`src/rtl/xor_word_builder.sv`:
```
// XOR word builder: packs a serial XOR bit stream into WIDTH-bit words.
// Optional macro XORW_XNOR_EN packs XNOR bits (matches) instead of XOR bits.
module xor_word_builder #(
  parameter int WIDTH = 128,
  parameter int NW_W  = 16
) (
  input  logic             i_clk,
  input  logic             i_reset,
  input  logic             i_start,
  input  logic [NW_W-1:0]  i_num_words,
  input  logic             i_bit_valid,
  input  logic             i_bit_a,
  input  logic             i_bit_b,
  output logic             o_bit_ready,
  output logic [WIDTH-1:0] o_data,
  output logic             o_valid,
  input  logic             i_ready,
  output logic             o_busy,
  output logic             o_done
);

  localparam int BW = $clog2(WIDTH);

  localparam logic [1:0] S_IDLE  = 2'd0;
  localparam logic [1:0] S_RUN   = 2'd1;
  localparam logic [1:0] S_DRAIN = 2'd2;
  localparam logic [1:0] S_DONE  = 2'd3;

  localparam logic [BW-1:0] BMAX = BW'(WIDTH - 1);

  logic [1:0]       state;
  logic [WIDTH-1:0] sr;
  logic [WIDTH-1:0] sr_next;
  logic [BW-1:0]    bcnt;
  logic             pend;
  logic [NW_W-1:0]  words_left;

  logic new_bit;
  logic accept;
  logic last_bit;
  logic drain;
  logic out_free;
  logic load_new;
  logic load_pend;
  logic load;
  logic last_word;
  logic start_ok;

`ifdef XORW_XNOR_EN
  assign new_bit = ~(i_bit_a ^ i_bit_b);
`else
  assign new_bit = i_bit_a ^ i_bit_b;
`endif

  // A completed word waiting in sr blocks further bits.
  assign o_bit_ready = (state == S_RUN) & ~pend;

  assign accept    = i_bit_valid & o_bit_ready;
  assign last_bit  = accept & (bcnt == BMAX);
  assign drain     = o_valid & i_ready;
  assign out_free  = ~o_valid | drain;
  assign load_new  = last_bit & out_free;
  assign load_pend = pend & out_free;
  assign load      = load_new | load_pend;
  assign last_word = load & (words_left == NW_W'(1));
  assign sr_next   = {sr[WIDTH-2:0], new_bit};
  assign start_ok  = (state == S_IDLE) & i_start;

  assign o_busy = (state != S_IDLE);
  assign o_done = (state == S_DONE);

  // Job sequencing: idle, stream words, drain last word, done pulse.
  always_ff @(posedge i_clk or posedge i_reset) begin
    if (i_reset) begin
      state <= S_IDLE;
    end else begin
      unique case (state)
        S_IDLE: begin
          if (i_start) begin
            if (i_num_words != '0) state <= S_RUN;
            else                   state <= S_DONE;
          end
        end
        S_RUN: begin
          if (last_word) state <= S_DRAIN;
        end
        S_DRAIN: begin
          if (drain) state <= S_DONE;
        end
        S_DONE: begin
          state <= S_IDLE;
        end
        default: state <= S_IDLE;
      endcase
    end
  end

  // Shift register, bit counter, pending flag and word budget.
  always_ff @(posedge i_clk or posedge i_reset) begin
    if (i_reset) begin
      sr         <= '0;
      bcnt       <= '0;
      pend       <= 1'b0;
      words_left <= '0;
    end else if (start_ok) begin
      sr         <= '0;
      bcnt       <= '0;
      pend       <= 1'b0;
      words_left <= i_num_words;
    end else begin
      if (accept) begin
        sr   <= sr_next;
        bcnt <= last_bit ? '0 : bcnt + BW'(1);
      end
      if (last_bit & ~out_free) pend <= 1'b1;
      else if (load_pend)       pend <= 1'b0;
      if (load) words_left <= words_left - NW_W'(1);
    end
  end

  // Output register: holds a word until downstream takes it.
  always_ff @(posedge i_clk or posedge i_reset) begin
    if (i_reset) begin
      o_data  <= '0;
      o_valid <= 1'b0;
    end else begin
      if (load_new)       o_data <= sr_next;
      else if (load_pend) o_data <= sr;
      if (load)       o_valid <= 1'b1;
      else if (drain) o_valid <= 1'b0;
    end
  end

endmodule

```
`config.mk`:
```
export PLATFORM = sky130hd
export DESIGN_NAME = xor_word_builder
export DESIGN_NICKNAME = d
export VERILOG_FILES = /design/src/rtl/xor_word_builder.sv
export SDC_FILE = /design/constraint.sdc
export NUM_CORES = 1
export LEC_CHECK = 0
export BUFFER_PORTS_ARGS = -buffer_cell sky130_fd_sc_hd__buf_2
export CAP_MARGIN = 20
export CORE_AREA = 2 2 177 179
export CTS_BUF_LIST = sky130_fd_sc_hd__clkbuf_8
export DETAILED_ROUTE_END_ITERATION = 7
export DIE_AREA = 0 0 179 181
export GPL_ROUTABILITY_DRIVEN = 1
export HOLD_SLACK_MARGIN = 0.12
export PLACE_DENSITY_LB_ADDON = 0.05
export SLEW_MARGIN = 40
export SYNTH_ARGS = -nofsm -noshare
export SYNTH_HDL_FRONTEND = slang
export SYNTH_SLANG_ARGS = --single-unit
```
`constraint.sdc`:
```
create_clock -name i_clk -period 10.8 [get_ports i_clk]
set_clock_uncertainty 0.2 [all_clocks]
set_input_delay 2.16 -clock i_clk [delete_from_list [all_inputs] [get_ports i_clk]]
set_output_delay 2.16 -clock i_clk [all_outputs]
set_load 0.01 [all_outputs]
```
==> metrics.txt, run 1 <==
outcome complete, no violations; drt pass-1 iters 5; Clock transition at path regs 50 ps; max-slew violations 0; R2R depth 9; 1st-iter DRT viols 700; number of global-route vias before repair between 9000 and 10000; DP HPWL approximately 17 mm; area occupied by multi-input gates around 4600 sq um; I/O Pins between 150 and 200; RSZ-0062 raised after global routing false; hold path cells 2; layout cells sized above 1 between 10% and 20%; Layout area overhead 15.7%; CP endpoint kind register; met2 Usage GRT between 20% and 30%; Max VDD drop slightly below 0.00009 V; min cycle time layout ~4500 ps; port bufs 154; GRT Residual Overflow 0; Area contributors post-synth dfrtp_1, nand2_1, o22ai_1; Mapped Cells 1315; H-Tree Depth 2; initial antenna violation count 0; post-DR vias/cell 5.17; Top Usage Layer GRT met1; Setup Fix Bufs, Post-CTS 0; DRC viols 0; Nets 1457; Tcrit/Tclk final 41.3%; R2R setup slack roughly 7300 ps; Inserted Clock Buffers 50; Yosys reg bits 283; reg2reg start state[1]; Yosys top cell area share 58.6%; placed insts around 1800; max-cap violations 0; Synth Area per Inst between 9 and 10 sq um; fin cells 1851; commonest non-fill, non-tap cells in the layout nand2_1, dfrtp_1, buf_2; TritonCTS Sinks around 280; CP Class in2reg; slew of the pin with the lowest slew margin just under 800 ps; Arr. time, crit path around 4700 ps; clk root buf clkbuf_8; Hold EP o_data[87]; Die W roughly 180 um; Logic pwr share between 4 and 5%; GR Util met3 under 10%; ys async rst share 100%; Reg-to-Reg End state[1]; Crit Path Max Fanout roughly 130; switching portion of total power between 20 and 25%; hold crit path type reg2reg; syn_nets 1346; clock latency on the worst-skew pair around 550 ps; startpoint types input pin; num rows between 60 and 70; Fillers around 3000; via total after detailed routing 9573; # hold bufs at CTS 0; DR WL/cell ~16 um; Initial Utilization between 30% and 40%; CTS tree yes; biggest area consumer among synthesized cells dfrtp_1; met1 usage in global routing between 20 and 30%; DRT Wirelength between 20 and 30 mm; Fin. Hold Viols 0; hold_sp o_data[87]; Most used DFF post-synth dfrtp_1; pin count of the biggest net entering global routing 140; post-synth cell types 46; Mapped Area between 10000 and 15000 sq um; CP required between 10000 and 15000 ps; Syn. warnings 0; clock network power share between 40% and 50%; Sw Pwr around 0.51 mW; internal cell power roughly 1.6 mW; Routed Antenna Nets 0; die area 32400 sq um; Flop pwr share 52.7%; All-Layer GR Usage about 18%; Setup TNS 0 ps; maximum clock path buffer count 3; most common cell after layout, fill and taps aside nand2_1; number of diodes 0; gpl congestion about 0.74; first-pass GRT wire length between 40 and 50 mm; register area around 7100 sq um; Peak Freq about 220 MHz; Post-synth EDFFs 0; Leak roughly 6.5 nW; Core Region between 30000 and 40000 sq um; Power per Cell Area between 150 and 200 nW/um^2; Setup violations, final 0; Resized Gates After CTS 0; die extent in y between 150 and 200 um; register area share after synthesis slightly below 60%; Rel. slew slack between 40 and 50%
==> worst max-delay path by stage <==
stage,end,cells after the start,slack (ps),from
3_3_place_gp,words_left[1],8,5480,i_bit_valid
5_1_grt,state[1],8,6070,i_bit_valid
4_1_cts,words_left[1],8,6320,i_bit_valid
2_1_floorplan,bcnt[0],1,630,i_reset
3_5_place_dp,words_left[1],8,5720,i_bit_valid
6_report,words_left[1],8,6330,i_bit_valid
==> Yosys cell counts, drive strengths merged (2+ instances only) <==
cell / count
nand2: 406
dfrtp: 283
o21ai: 143
a21oi: 138
o22ai: 128
clkbuf: 73
buf: 33
nor2: 19
nor4: 10
xnor2: 9
ha: 8
inv: 8
nand4: 8
nor3: 6
or3: 6
xor2: 6
nand3: 4
nor2b: 3
nor4b: 3
a31oi: 2
and2: 2
nor3b: 2
==> per-layer routing <==
layer / share of wire [%] / wire length, um / up-vias
li1: - / - / 4758
met1: 50 / 14500 / 4579
met2: 44 / 12700 / 195
met3: 4.6 / 1340 / 41
met4: 1.5 / 433 / 0
met5: 0 / 0 / -
==> power by group through the flow <==
| stage | Clock [mW] | Sequential (mW) | Combinational, mW |
|---|---|---|---|
| 4_1_cts | 0.951 | 1.12 | 0.0920 |
| 3_3_place_gp | 0 | 1.14 | 0.0898 |
| 2_1_floorplan | 0 | 1.13 | 0.0661 |
| 5_1_grt | 1.00 | 1.12 | 0.105 |
| 6_report | 0.914 | 1.12 | 0.0898 |
| 3_5_place_dp | 0 | 1.14 | 0.0922 |
==> metrics by stage <==
stage	setup WS (ps)	utilization (%)	hold WS (ps)	area, sq um	total power [mW]
2_1_floorplan	633	-	302	12100	1.20
3_3_place_gp	5480	42.9	257	13000	1.23
3_5_place_dp	5720	43.0	265	13000	1.23
4_1_cts	6320	46.0	278	13900	2.16
5_1_grt	6070	46.1	301	14000	2.23
6_report	6330	46.1	268	14000	2.12
==> registers in the layout (all words and copies together), names as in the netlist <==
| signal | flops |
|---|---|
| words_left | 16 |
| pend | 1 |
| o_data | 128 |
| state | 2 |
| o_valid | 1 |
| sr | 128 |
| bcnt | 7 |
==> worst max-delay path: stages <==
cell      delay [ps]
buf_2            110
nand3b_1          70
buf_4            410
o31ai_4          180
nand2_8          510
clkbuf_8         720
mux2_2           410
o21ai_1          100
==> cell type report <==
cell class / count / share of cell area [%]
sequential: 283 / 50.6
multi-input combinational: 918 / 32.5
timing repair buffer: 165 / 6.48
clock buffer: 60 / 5.90
tap: 396 / 3.54
clock inverter: 21 / 0.608
inverter: 8 / 0.304
==> logic make-up (layout without fill, tap and decap cells) <==
family | Yosys count | count (layout) | share of synthesized area (%)
fa+ha+maj | 8 | 8 | 0.828
simple gates | 475 | 475 | 16.3
mux | 2 | 2 | 0.176
compound gates | 418 | 418 | 19.0
buf+inv | 114 | 254 | 4.05
xor+xnor | 15 | 15 | 1.09
flops | 283 | 283 | 58.6
(Power assumes the default switching activity.)
==> run 2, diff against run 1 <==
clock period = 4.2 ns   (was 10.8 ns; I/O delays follow)
==> run 2 against run 1 <==
  * Total power rose to 2.7 times the previous value
  * Wire length shrank 0.23%
  * Hold slack got worse by 95 ps
  * Worst setup slack got worse by 5100 ps
  * Die area did not move
  * Design area up 1.8%
  * Cell count increased by 0.76%
  * Largest power group unchanged
==> metrics.txt, run 2 (synthesis gave the netlist of run 1 again) <==
1st-iter DRT viols 688 (was 700); CTS tree yes (unchanged); placed insts 1775 (was 1769); Setup Fix Bufs, Post-CTS 0 (unchanged); most common cell after layout, fill and taps aside nand2_1 (unchanged); DRC viols 0 (unchanged); cell area after layout 14200 sq um (was 14000 sq um); fin cells 1865 (was 1851); I/O Pins 155 (unchanged); Initial Utilization 39.8% (unchanged); # hold bufs at CTS 0 (unchanged); Flop pwr share 50.0% (was 52.7%); via total after detailed routing 9629 (was 9573); Max VDD drop 0.000202 V (was 0.0000875 V); CP Class reg2reg (was in2reg); die area 32400 sq um (unchanged); internal cell power 4.39 mW (was 1.61 mW); Power per Cell Area 405 nW/um^2 (was 152 nW/um^2); num rows 64 (unchanged); number of diodes 0 (unchanged); clock latency on the worst-skew pair 570 ps (was 550 ps); Crit Path Max Fanout 79 (was 132); Resized Gates After CTS 0 (unchanged); startpoint types register (was input pin); GRT Residual Overflow 0 (unchanged); Logic pwr share 4.0% (was 4.2%); min cycle time layout slightly below 3000 ps; Setup TNS 0 ps (unchanged); max-cap violations 0 (unchanged); Die W 179 um (unchanged); gpl congestion 0.746 (was 0.739); hold crit path type in2async (was reg2reg); number of global-route vias before repair 9402 (was 9200); Layout area overhead 17.7% (was 15.7%); port bufs 154 (unchanged); Min Hold Slack 173 ps (was 268 ps); All-Layer GR Usage 18.4% (was 18.2%); drt pass-1 iters 5 (unchanged); Clock transition at path regs 60 ps (was 50 ps); switching portion of total power 23.8% (was 24.1%); CP endpoint kind register (unchanged); Nets 1463 (was 1457); clock network power share 46.0% (was 43.1%); maximum clock path buffer count 3 (unchanged); Arr. time, crit path 3190 ps (was 4730 ps); DP HPWL 16.8 mm (was 16.6 mm); pin count of the biggest net entering global routing 111 (was 140); die extent in y 181 um (unchanged); slew of the pin with the lowest slew margin 682 ps (was 783 ps); layout cells sized above 1 17.7% (was 16.7%); placement-stage cell area 13200 sq um (was 13000 sq um); first-pass GRT wire length 49.5 mm (was 48.6 mm); Core Region 30300 sq um (unchanged); Rel. slew slack 54.4% (was 47.8%); Setup violations, final 0 (unchanged); clk root buf clkbuf_8 (unchanged); Tcrit/Tclk final a little over two thirds; outcome complete, no violations (unchanged); Routed Antenna Nets 0 (unchanged); Fin. Hold Viols 0 (unchanged); CP required 4440 ps (was 11070 ps); DRT Wirelength 29.0 mm (about the same); post-DR vias/cell 5.16 (was 5.17); leading registers by flop count o_data (128), sr (128), words_left (16) (unchanged); commonest non-fill, non-tap cells in the layout nand2_1, dfrtp_1, buf_2 (unchanged); DR WL/cell 15.5 um (was 15.7 um); Leak 6.57 nW (was 6.47 nW); Sw Pwr 1.37 mW (was 0.512 mW); max-slew violations 0 (unchanged); Peak Freq approximately 340 MHz; RSZ-0062 raised after global routing false (unchanged); H-Tree Depth 2 (unchanged); initial antenna violation count 0 (unchanged); TritonCTS Sinks 283 (unchanged); Inserted Clock Buffers 51 (was 50)
-- run 2: routing by layer --
layer | global-route usage [%] | share of wire, % | up-vias
li1 | - | - | 4784
met5 | 0 | 0 | -
met2 | 27.1 | 44 | 183
met4 | 4.72 | 1.9 | 0
met1 | 27.7 | 49 | 4618
met3 | 3.47 | 4.7 | 44
-- run 2: path summary, 6_finish.rpt --
kind / startpoint / to / slack (ps) / cells past startpoint
min in group i_clk: o_data[99] / o_data[99] / 270 / 2
max in group asynchronous: i_reset / o_data[23] / 2750 / 3
worst min-delay path: i_reset / words_left[6] / 170 / 2
worst max-delay path: bcnt[0] / o_data[125] / 1250 / 7
worst max register to register: bcnt[0] / o_data[125] / 1250 / 7
worst min register to register: o_data[99] / o_data[99] / 270 / 2
-- run 2: through the flow --
step	utilization, %	setup WS (ps)	power, mW
5_1_grt	46.9	1050	6.04
3_5_place_dp	43.4	1140	3.16
2_1_floorplan	-	-589	3.08
3_3_place_gp	43.3	1180	3.16
6_report	46.9	1250	5.76
4_1_cts	46.9	1190	5.85
-- run 2: power groups by stage --
stage / Sequential [mW] / Clock (mW) / Combinational (mW)
after detailed placement: 2.93 / 0 / 0.237
after floorplan: 2.91 / 0 / 0.171
after global routing: 2.89 / 2.88 / 0.270
final: 2.88 / 2.65 / 0.230
after CTS: 2.88 / 2.74 / 0.237
after global placement: 2.93 / 0 / 0.233
-- run 2: final cells by class --
class	count	area [sq um]
Fill cell	3028	16100
Inverter	8	33.8
Clock inverter	21	118
Clock buffer	69	950
Sequential cell	283	7080
Tap cell	396	495
Multi-Input combinational cell	918	4560
Timing Repair Buffer	170	998
-- run 2: worst max-delay path, stage by stage (launching register included) --
cell and delay [ps]:
dfrtp_1 410, ha_1 220, nand2_1 220, nor2_1 520
nand2_8 410, buf_4 390, o22ai_1 230, o21ai_0 110
==> run 3, diff against run 2 <==
clock period = 2.55 ns   (was 4.2 ns; I/O delays follow)
==> run 3 against run 2 <==
  * Clock-buffer cell count decreased by 10
  * Design area rose by 1.3%
  * Flip-flop and latch count is the same
  * Non-clock buffer count up 31
  * Utilization is 0.62 points higher
  * First-iteration DRC count up 3.9%
==> metrics.txt, run 3 (synthesis gave the netlist of run 1 again) <==
outcome complete, no violations (unchanged); Fin. Hold Viols 0 (unchanged); CP Class reg2reg (unchanged); switching portion of total power 24.2% (was 23.8%); H-Tree Depth 2 (unchanged); layout cells sized above 1 17.5% (was 17.7%); DP HPWL 17.7 mm (was 16.8 mm); CTS tree yes (unchanged); post-DR vias/cell 5.20 (was 5.16); Sw Pwr 2.18 mW (was 1.37 mW); All-Layer GR Usage 18.8% (was 18.4%); Fillers 2990 (was 3028); Max VDD drop 0.000296 V (was 0.000202 V); Die W 179 um (unchanged); Core Util, Final 47.5% (was 46.9%); die extent in y 181 um (unchanged); DR WL/cell 15.9 um (was 15.5 um); DRT Wirelength 30.0 mm (was 29.0 mm); clock network power share 42.6% (was 46.0%); Peak Freq 405 MHz (was 339 MHz); number of diodes 0 (unchanged); Crit Path Max Fanout 6 (was 79); max-cap violations 0 (unchanged); TritonCTS Sinks 283 (unchanged); number of global-route vias before repair 9630 (was 9402); Nets 1492 (was 1463); Layout area overhead 19.3% (was 17.7%); Routed Antenna Nets 0 (unchanged); clk root buf clkbuf_8 (unchanged); leading registers by flop count o_data (128), sr (128), words_left (16) (unchanged); first-pass GRT wire length 50.2 mm (was 49.5 mm); gpl congestion 0.765 (was 0.746); I/O Pins 155 (unchanged); hold crit path type in2reg (was in2async); die area 32400 sq um (unchanged); 1st-iter DRT viols 715 (was 688); GRT Residual Overflow 0 (unchanged); Setup violations, final 0 (unchanged); num rows 64 (unchanged); slack of the critical path 78.7 ps (was 1250 ps); Logic pwr share 4.6% (was 4.0%); Core Region 30300 sq um (unchanged); internal cell power 6.81 mW (was 4.39 mW); RSZ-0062 raised after global routing true (was false); Clock transition at path regs 60 ps (about the same); pin count of the biggest net entering global routing 109 (was 111); commonest non-fill, non-tap cells in the layout nand2_1, dfrtp_1, buf_2 (unchanged); min cycle time layout 2470 ps (was 2950 ps); Worst Setup SP state[1] (was bcnt[0]); hold_sp i_bit_a; Arr. time, crit path 2750 ps (was 3190 ps); Initial Utilization 39.8% (unchanged); initial antenna violation count 0 (unchanged); maximum clock path buffer count 3 (unchanged); startpoint types register (unchanged); reg2reg start state[1] (was bcnt[0]); Rel. slew slack 59.5% (was 54.4%); Flop pwr share 52.8% (was 50.0%); Leak 6.67 nW (was 6.57 nW); CP endpoint kind register (unchanged); port bufs 154 (unchanged); DRC viols 0 (unchanged); max-slew violations 0 (unchanged); drt pass-1 iters 5 (unchanged); slew of the pin with the lowest slew margin 607 ps (was 682 ps); Power per Cell Area 623 nW/um^2 (was 405 nW/um^2); via total after detailed routing 9795 (was 9629); Inserted Clock Buffers 49 (was 51); DP Worst Slack 97.5 ps (was 1140 ps); CP required 2820 ps (was 4440 ps); Tcrit/Tclk final 96.9% (was 70.3%); most common cell after layout, fill and taps aside nand2_1 (unchanged); clock latency on the worst-skew pair 570 ps (about the same)
-- run 3: cell count changes in the layout (fill, tap and decap cells not counted), moves of 2 or more --
cell,delta
buf_4,+6
buf_12,+5
clkinv_2,-2
clkbuf_8,-10
dlygate4sd3_1,+17
-- run 3: final cells by class --
cell class / instances / area [sq um] / area share [%]
repair buffers: 201 / 1380 / 9.55
clock inverters: 18 / 73.8 / 0.512
clock buffers: 59 / 812 / 5.63
well taps: 396 / 495 / 3.43
multi-input cells: 918 / 4550 / 31.5
inverters: 8 / 33.8 / 0.234
flip-flops and latches: 283 / 7080 / 49.1
-- run 3: path summary, 6_finish.rpt --
| kind | slack (ps) | cells after the start | end |
|---|---|---|---|
| worst max-delay path | 80 | 9 | words_left[5] |
| worst min-delay path | 130 | 3 | sr[0] |
| worst max register to register | 80 | 9 | words_left[5] |
| worst min register to register | 270 | 2 | o_data[111] |
| min in group asynchronous | 380 | 4 | o_data[54] |
| max in group asynchronous | 1070 | 5 | o_data[64] |
-- run 3: power by group through the flow --
stage	combinational, mW	clock, mW	sequential [mW]
floorplan	0.281	0	4.79
global placement	0.398	0	4.82
detailed placement	0.404	0	4.82
CTS	0.424	3.99	4.74
global route	0.486	4.20	4.76
finish	0.413	3.83	4.74
-- run 3: through the flow --
step	total power, mW	hold slack (ps)	instance area (sq um)	cells	setup TNS (ps)
6_report	8.99	129	14400	1883	0
5_1_grt	9.45	161	14400	1883	-50.8
4_1_cts	9.16	120	14400	1880	0
3_5_place_dp	5.22	265	13300	1786	0
3_3_place_gp	5.22	257	13300	1786	0
2_1_floorplan	5.07	302	12100	1315	-540330
-- run 3: critical path: stages (launching register included) --
cell      delay [ps]
dfrtp_1          400
inv_1            120
ha_1             210
nand3b_1         110
buf_4            160
o31ai_4          350
buf_4            210
nand3_1          110
or3_1            330
a31oi_1          190
-- run 3: routing by layer --
metal | vias to the layer above | track usage, % | wire length, um
met5 | - | 0 | 0
met4 | 0 | 5.24 | 618
met3 | 49 | 3.60 | 1500
met2 | 229 | 29.0 | 13300
met1 | 4683 | 26.9 | 14500
li1 | 4834 | - | -
-- run 3: timing repair --
action                     4_1_cts  5_1_grt
resized for setup                0        3
setup endpoints to repair        0       92
hold buffers                    17        0
buffers inserted                 0        2
hold endpoints to repair       121        0
